$ cat src/rtl/enigma_ctrl_if.sv
// Bundle of handshake, config, rotor-engine and status signals around enigma_ctrl.
// The controller is the slave; the surrounding system (front end plus rotor engine) is the master.
interface enigma_ctrl_if;
  logic        cfg_we;
  logic [1:0]  cfg_slot;
  logic [4:0]  cfg_pos;
  logic        in_valid;
  logic [7:0]  in_char;
  logic        in_ready;
  logic        out_valid;
  logic [7:0]  out_char;
  logic        out_ready;
  logic        rot_start;
  logic [1:0]  rot_sel;
  logic [4:0]  rot_pos;
  logic        rot_dec;
  logic [7:0]  rot_din;
  logic        rot_done;
  logic [7:0]  rot_dout;
  logic [14:0] pos_out;
  logic        err;

  modport slave (
    input  cfg_we, cfg_slot, cfg_pos, in_valid, in_char, out_ready, rot_done, rot_dout,
    output in_ready, out_valid, out_char, rot_start, rot_sel, rot_pos, rot_dec, rot_din,
    output pos_out, err
  );

  modport master (
    output cfg_we, cfg_slot, cfg_pos, in_valid, in_char, out_ready, rot_done, rot_dout,
    input  in_ready, out_valid, out_char, rot_start, rot_sel, rot_pos, rot_dec, rot_din,
    input  pos_out, err
  );
endinterface

$ cat src/rtl/enigma_ctrl.sv
// Enigma sequencer: steps three rotor positions, then drives one shared rotor engine through
// fwd 0,1,2 / reflector / rev 2,1,0. Define ENIGMA_DOUBLE_STEP_EN for the middle-rotor double step.
module enigma_ctrl #(
  parameter int unsigned TIMEOUT = 64,
  parameter int unsigned CW      = 8
) (
  input logic          clk,
  input logic          reset,
  enigma_ctrl_if.slave bus
);

  typedef enum logic [2:0] {StIdle, StStep, StFwd, StRefl, StBwd, StOut, StErr} state_e;

  state_e        state_q;
  logic [1:0]    k_q;
  logic [7:0]    cur_q;
  logic [4:0]    pos0_q, pos1_q, pos2_q;
  logic [CW-1:0] wait_cnt_q;

  logic [4:0]    nxt0, nxt1, nxt2;
  logic          carry1, carry2;
  logic [1:0]    k_nxt;
  logic [4:0]    pos_k_nxt;
  logic [7:0]    refl;
  logic [CW:0]   wait_nxt;
  logic          timed_out;

  function automatic logic [4:0] inc26(input logic [4:0] p);
    return (p == 5'd25) ? 5'd0 : p + 5'd1;
  endfunction

  function automatic logic is_letter(input logic [7:0] c);
    return (c >= 8'd65) && (c <= 8'd90);
  endfunction

  function automatic logic [4:0] pick(input logic [1:0] s, input logic [4:0] p0,
                                      input logic [4:0] p1, input logic [4:0] p2);
    case (s)
      2'd0:    return p0;
      2'd1:    return p1;
      default: return p2;
    endcase
  endfunction

  always_comb begin
`ifdef ENIGMA_DOUBLE_STEP_EN
    // Middle rotor at its notch drags itself and the slow rotor along.
    carry1 = (pos0_q == 5'd25) || (pos1_q == 5'd25);
    carry2 = (pos1_q == 5'd25);
`else
    carry1 = (pos0_q == 5'd25);
    carry2 = carry1 && (pos1_q == 5'd25);
`endif
    nxt0      = inc26(pos0_q);
    nxt1      = carry1 ? inc26(pos1_q) : pos1_q;
    nxt2      = carry2 ? inc26(pos2_q) : pos2_q;
    k_nxt     = (state_q == StFwd) ? k_q + 2'd1 : k_q - 2'd1;
    pos_k_nxt = pick(k_nxt, pos0_q, pos1_q, pos2_q);
    refl      = 8'd155 - cur_q;
    wait_nxt  = {1'b0, wait_cnt_q} + {{CW{1'b0}}, 1'b1};
    timed_out = (wait_nxt == (CW+1)'(TIMEOUT));
  end

  assign bus.in_ready = (state_q == StIdle) && !bus.cfg_we && !reset;
  assign bus.pos_out  = {pos2_q, pos1_q, pos0_q};

  always_ff @(posedge clk) begin
    if (reset) begin
      state_q       <= StIdle;
      k_q           <= 2'd0;
      cur_q         <= 8'd0;
      pos0_q        <= 5'd0;
      pos1_q        <= 5'd0;
      pos2_q        <= 5'd0;
      wait_cnt_q    <= '0;
      bus.rot_start <= 1'b0;
      bus.rot_sel   <= 2'd0;
      bus.rot_pos   <= 5'd0;
      bus.rot_dec   <= 1'b0;
      bus.rot_din   <= 8'd0;
      bus.out_valid <= 1'b0;
      bus.out_char  <= 8'd0;
      bus.err       <= 1'b0;
    end else begin
      bus.rot_start <= 1'b0;
      unique case (state_q)
        StIdle: begin
          if (bus.cfg_we) begin
            if (bus.cfg_pos <= 5'd25) begin
              case (bus.cfg_slot)
                2'd0:    pos0_q <= bus.cfg_pos;
                2'd1:    pos1_q <= bus.cfg_pos;
                2'd2:    pos2_q <= bus.cfg_pos;
                default: ;
              endcase
            end
          end else if (bus.in_valid) begin
            cur_q <= bus.in_char;
            if (is_letter(bus.in_char)) begin
              state_q <= StStep;
            end else begin
              state_q       <= StOut;
              bus.out_valid <= 1'b1;
              bus.out_char  <= bus.in_char;
            end
          end
        end
        StStep: begin
          pos0_q        <= nxt0;
          pos1_q        <= nxt1;
          pos2_q        <= nxt2;
          state_q       <= StFwd;
          k_q           <= 2'd0;
          wait_cnt_q    <= '0;
          bus.rot_start <= 1'b1;
          bus.rot_sel   <= 2'd0;
          bus.rot_pos   <= nxt0;
          bus.rot_dec   <= 1'b0;
          bus.rot_din   <= cur_q;
        end
        StFwd, StBwd: begin
          // A done coinciding with the issue pulse cannot belong to this operation.
          if (bus.rot_start) begin
            wait_cnt_q <= wait_nxt[CW-1:0];
          end else if (bus.rot_done) begin
            if (!is_letter(bus.rot_dout)) begin
              state_q <= StErr;
              bus.err <= 1'b1;
            end else if ((state_q == StFwd && k_q != 2'd2) || (state_q == StBwd && k_q != 2'd0)) begin
              cur_q         <= bus.rot_dout;
              k_q           <= k_nxt;
              wait_cnt_q    <= '0;
              bus.rot_start <= 1'b1;
              bus.rot_sel   <= k_nxt;
              bus.rot_pos   <= pos_k_nxt;
              bus.rot_din   <= bus.rot_dout;
            end else if (state_q == StFwd) begin
              cur_q   <= bus.rot_dout;
              state_q <= StRefl;
            end else begin
              cur_q         <= bus.rot_dout;
              state_q       <= StOut;
              bus.out_valid <= 1'b1;
              bus.out_char  <= bus.rot_dout;
            end
          end else if (timed_out) begin
            state_q <= StErr;
            bus.err <= 1'b1;
          end else begin
            wait_cnt_q <= wait_nxt[CW-1:0];
          end
        end
        StRefl: begin
          cur_q         <= refl;
          state_q       <= StBwd;
          k_q           <= 2'd2;
          wait_cnt_q    <= '0;
          bus.rot_start <= 1'b1;
          bus.rot_sel   <= 2'd2;
          bus.rot_pos   <= pos2_q;
          bus.rot_dec   <= 1'b1;
          bus.rot_din   <= refl;
        end
        StOut: begin
          if (bus.out_ready) begin
            bus.out_valid <= 1'b0;
            state_q       <= StIdle;
          end
        end
        StErr: begin
          bus.err <= 1'b1;
        end
        default: state_q <= StErr;
      endcase
    end
  end

endmodule

$ cat src/flat_wrapper.sv
// flat-port wrapper written by rule: the top's interface ports become plain ports
module enigma_ctrl_flat 
#(
  parameter int unsigned TIMEOUT = 64,
  parameter int unsigned CW      = 8
)
  (clk, reset, bus_cfg_we, bus_cfg_slot, bus_cfg_pos, bus_in_valid, bus_in_char, bus_out_ready, bus_rot_done, bus_rot_dout, bus_in_ready, bus_out_valid, bus_out_char, bus_rot_start, bus_rot_sel, bus_rot_pos, bus_rot_dec, bus_rot_din, bus_pos_out, bus_err);
  enigma_ctrl_if bus_i ();
  input logic clk;
  input logic reset;
  input wire logic [$bits(bus_i.cfg_we)-1:0] bus_cfg_we;
  input wire logic [$bits(bus_i.cfg_slot)-1:0] bus_cfg_slot;
  input wire logic [$bits(bus_i.cfg_pos)-1:0] bus_cfg_pos;
  input wire logic [$bits(bus_i.in_valid)-1:0] bus_in_valid;
  input wire logic [$bits(bus_i.in_char)-1:0] bus_in_char;
  input wire logic [$bits(bus_i.out_ready)-1:0] bus_out_ready;
  input wire logic [$bits(bus_i.rot_done)-1:0] bus_rot_done;
  input wire logic [$bits(bus_i.rot_dout)-1:0] bus_rot_dout;
  output wire logic [$bits(bus_i.in_ready)-1:0] bus_in_ready;
  output wire logic [$bits(bus_i.out_valid)-1:0] bus_out_valid;
  output wire logic [$bits(bus_i.out_char)-1:0] bus_out_char;
  output wire logic [$bits(bus_i.rot_start)-1:0] bus_rot_start;
  output wire logic [$bits(bus_i.rot_sel)-1:0] bus_rot_sel;
  output wire logic [$bits(bus_i.rot_pos)-1:0] bus_rot_pos;
  output wire logic [$bits(bus_i.rot_dec)-1:0] bus_rot_dec;
  output wire logic [$bits(bus_i.rot_din)-1:0] bus_rot_din;
  output wire logic [$bits(bus_i.pos_out)-1:0] bus_pos_out;
  output wire logic [$bits(bus_i.err)-1:0] bus_err;
  assign bus_i.cfg_we = bus_cfg_we;
  assign bus_i.cfg_slot = bus_cfg_slot;
  assign bus_i.cfg_pos = bus_cfg_pos;
  assign bus_i.in_valid = bus_in_valid;
  assign bus_i.in_char = bus_in_char;
  assign bus_i.out_ready = bus_out_ready;
  assign bus_i.rot_done = bus_rot_done;
  assign bus_i.rot_dout = bus_rot_dout;
  assign bus_in_ready = bus_i.in_ready;
  assign bus_out_valid = bus_i.out_valid;
  assign bus_out_char = bus_i.out_char;
  assign bus_rot_start = bus_i.rot_start;
  assign bus_rot_sel = bus_i.rot_sel;
  assign bus_rot_pos = bus_i.rot_pos;
  assign bus_rot_dec = bus_i.rot_dec;
  assign bus_rot_din = bus_i.rot_din;
  assign bus_pos_out = bus_i.pos_out;
  assign bus_err = bus_i.err;
  enigma_ctrl #(.TIMEOUT(TIMEOUT), .CW(CW)) u_core (.clk(clk), .reset(reset), .bus(bus_i));
endmodule
$ cat config.mk
export PLATFORM = sky130hd
export DESIGN_NAME = enigma_ctrl_flat
export DESIGN_NICKNAME = d
export VERILOG_FILES = /design/src/rtl/enigma_ctrl_if.sv /design/src/rtl/enigma_ctrl.sv /design/src/flat_wrapper.sv
export SDC_FILE = /design/constraint.sdc
export NUM_CORES = 1
export LEC_CHECK = 0
export CAP_MARGIN = 20
export CORE_MARGIN = 2
export CORE_UTILIZATION = 45
export DETAILED_ROUTE_END_ITERATION = 8
export DONT_BUFFER_PORTS = 1
export HOLD_SLACK_MARGIN = 0.12
export PLACE_DENSITY = 0.57
export SLEW_MARGIN = 10
export SYNTH_ARGS = -nofsm -noshare
export SYNTH_HDL_FRONTEND = slang
export SYNTH_SLANG_ARGS = --single-unit
$ cat constraint.sdc
create_clock -name clk -period 3.75 [get_ports clk]
set_input_delay 0.75 -clock clk [delete_from_list [all_inputs] [get_ports clk]]
set_output_delay 0.75 -clock clk [all_outputs]
set_load 0.01 [all_outputs]
==> run metrics <==
Crit. Startpoint u_core.state_q[2]; clk buf depth 2; syn_area_per_cell 7.997 sq um; synth unique cells between 60 and 70; first-pass GRT wire length roughly 17 mm; Mapped Cells approximately 480; TritonCTS buffer count 9; Seq/Total Area, Yosys around a third; DRC violations left 0; total power 3.454 mW; commonest cells after routing, fill and taps aside dfxtp_1 (61), nand2_1 (50), nor2_1 (48), o21ai_0 (36), a21oi_1 (35); Ys Warns 0; VDD IR max roughly 0.00026 V; WS Path Type register to register; met3 wire length 815 um; Max FO, Critical Path 23; gpl congestion just under 0.9; Syn-to-layout area delta 6.159%; max_cap viols 0; flop-to-flop setup slack between 900 and 1000 ps; setup bufs post-CTS 0; via count around 3600; syn nets 514; post-route insts no fill between 500 and 600; total core area 0.008217 sq mm; Chip Width between 90 and 100 um; # IOs 72; Rows 33; Startpoint Class register; vias in the first global route about 3400; final net count around 500; final hold violations 0; largest net degree at the start of global routing 57; Antenna Violating Nets Remaining 0; metal1 wirelength 4.869 mm; Slew Limit Fails 0; PD cells 856.5 mW/mm^2; commonest non-fill, non-tap cell in the layout dfxtp_1; antenna violations before repair 0; Post-Synth Simple-Gate Area between 20% and 30%; Synth Area in XOR/XNOR between 2 and 3%; Worst Path Arrival roughly 3000 ps; min-delay worst type input port to register; setup violators final 0; Period Utilization, post-route between 70% and 80%; gr ovfl total 0; EDFF count, synth 0; Worst path max stage delay ~810 ps; hold buffer count at cts 0; Cell Area, Synth about 0.0038 sq mm; largest family of logic cells by synthesized area compound AO/OA/AOI/OAI gates; Inst Count DP 556; origin of the critical flop-to-flop path u_core.state_q[2]; die footprint 0.009192 sq mm; Slew headroom around 49%; via/cell ratio roughly 6.3; Critical Path End Type register; DR WL/cell 19.01 um; Setup Skew between 5 and 6 ps; Worst EP required ~4000 ps; H-tree Lvls 3; HPWL Detailed slightly below 8 mm; post-synthesis compound-gate area fraction 31.19%; leakage 1.402 nW; clock root buffer clkbuf_8; RSZ-0062 raised after global routing no; Async S/R FF share, synth 0%; die height 95.88 um; fraction of layout cells with a size suffix above 1 roughly a tenth; status complete, no violations; Initial DRC Count between 150 and 200; GRT Resource Usage Total 24.60%; post-CTS sizing 0; post-route cell area 0.004033 sq mm; synthesis-stage register bit count 61; mux share of post-synthesis cell area between 1 and 1.5%; port bufs 0; Worst-Margin Slew between 700 and 800 ps; initial core utilization 46.23%; Routed Wire Length approximately 11 mm; Area after DPL ~0.0038 sq mm; hold_sp reset; CTS sink cnt 61; CTS tree done; Synth Flop Type dfxtp_1; maximum clock frequency 362.2 MHz; met2 WL approximately 5 mm; top routing layer used met4; Clock Latency Late Sink roughly 360 ps; Critical Path, Cell by Cell xor2_2, o211ai_1, nor3_2, o21ai_1, or3_1, a31oi_1; Synth Area in Adders 3.557%; CTS clk-pin slew, worst paths roughly 80 ps; Fin Setup TNS 0 ps; Ant. Diodes 0; slowest stage cell on the critical path dfxtp_1; DR pass1 iterations 5; Final min period about 2800 ps
==> stage by stage <==
step	utilization [%]	worst slack [ps]	hold WS (ps)
after floorplan	-	1367	454.5
after global placement	46.67	964.8	462.2
after detailed placement	46.67	939.0	470.9
after CTS	49.08	1034	438.1
after global routing	49.08	754.5	444.7
final	49.08	989.1	457.8
==> flip-flops by register name (all words and copies together) (netlist names) <==
name and flops:
u_core.bus.err 1, u_core.bus.out_char 8, u_core.bus.out_valid 1, u_core.bus.rot_dec 1, u_core.bus.rot_din 8, u_core.bus.rot_pos 5, u_core.bus.rot_start 1, u_core.cur_q 8
u_core.k_q 2, u_core.pos0_q 5, u_core.pos1_q 5, u_core.pos2_q 5, u_core.state_q 3, u_core.wait_cnt_q 8
==> synth_stat cells, types with 2 or more instances <==
cell type   n  area share (%)
dfxtp_1    61              32
nand2_1    50             4.9
nor2_1     48             4.7
o21ai_0    36             4.7
a21oi_1    35             4.6
clkbuf_1   22             2.2
nand3_1    20             2.6
a211oi_1   19             3.8
ha_1       10             3.3
inv_1      10            0.99
nor2b_1     9             1.5
a311oi_2    7             2.8
nor3b_1     7             1.4
o211ai_1    7             1.4
o21a_1      7             1.4
xor2_1      7             1.6
nor3_2      6             1.6
o22ai_1     6            0.99
a22oi_1     5            0.99
mux2i_1     5             1.3
nand2b_1    5            0.82
nor3_1      5            0.66
o32ai_1     5             1.2
a211o_1     4            0.92
nand3b_1    4            0.79
nand4b_1    4            0.92
o31ai_1     4            0.79
or2_2       4            0.66
or3_1       4            0.66
a22o_1      3            0.69
and2_1      3            0.49
buf_2       3            0.40
buf_6       3            0.89
o211a_1     3            0.79
xnor2_1     3            0.69
a21o_1      2            0.40
a311oi_1    2            0.46
a31oi_1     2            0.33
and3_1      2            0.33
nand4_1     2            0.33
nor4_1      2            0.33
o21ai_1     2            0.26
o31a_1      2            0.46
o41ai_1     2            0.46
==> worst paths after layout <==
| path | cells past startpoint | endpoint |
|---|---|---|
| worst min register to register | 2 | u_core.cur_q[0] |
| worst max register to register | 6 | u_core.wait_cnt_q[5] |
| worst max-delay path | 6 | u_core.wait_cnt_q[5] |
| worst min-delay path | 1 | u_core.wait_cnt_q[0] |
==> kinds of logic after synthesis <==
family | after synthesis
AO/OA/AOI/OAI | 166
buffers and inverters | 39
flip-flops | 61
adder cells (fa/ha/maj) | 11
AND/OR/NAND/NOR | 182
XOR/XNOR | 11
multiplexers | 5
==> power by group <==
part | switching, mW | leakage, nW | internal (mW)
registers | 0.311 | 0.498 | 0.853
logic | 1.06 | 0.804 | 0.604
clock network | 0.313 | 0.100 | 0.310
total | 1.69 | 1.40 | 1.77
==> final cells by class <==
type | count | area, sq um
fill | 824 | 4184
multi-input combinational | 375 | 2407
sequential | 61 | 1221
tap | 105 | 131.4
clock buffer | 9 | 123.9
clock inverter | 7 | 73.82
timing repair buffer | 5 | 37.54
inverter | 10 | 37.54
==> worst max-delay path, delay by kind of cell (launching register included) <==
kind	cells	cell delay, ps
simple gates	2	730
compound gates	3	630
xor+xnor	1	510
flops	1	810
==> routing by layer <==
layer	track usage, %	vias to the layer above
li1	-	1738
met5	0	-
met2	38.11	127
met1	33.00	1705
met3	5.638	15
met4	9.881	0
(Power assumes the default switching activity.)
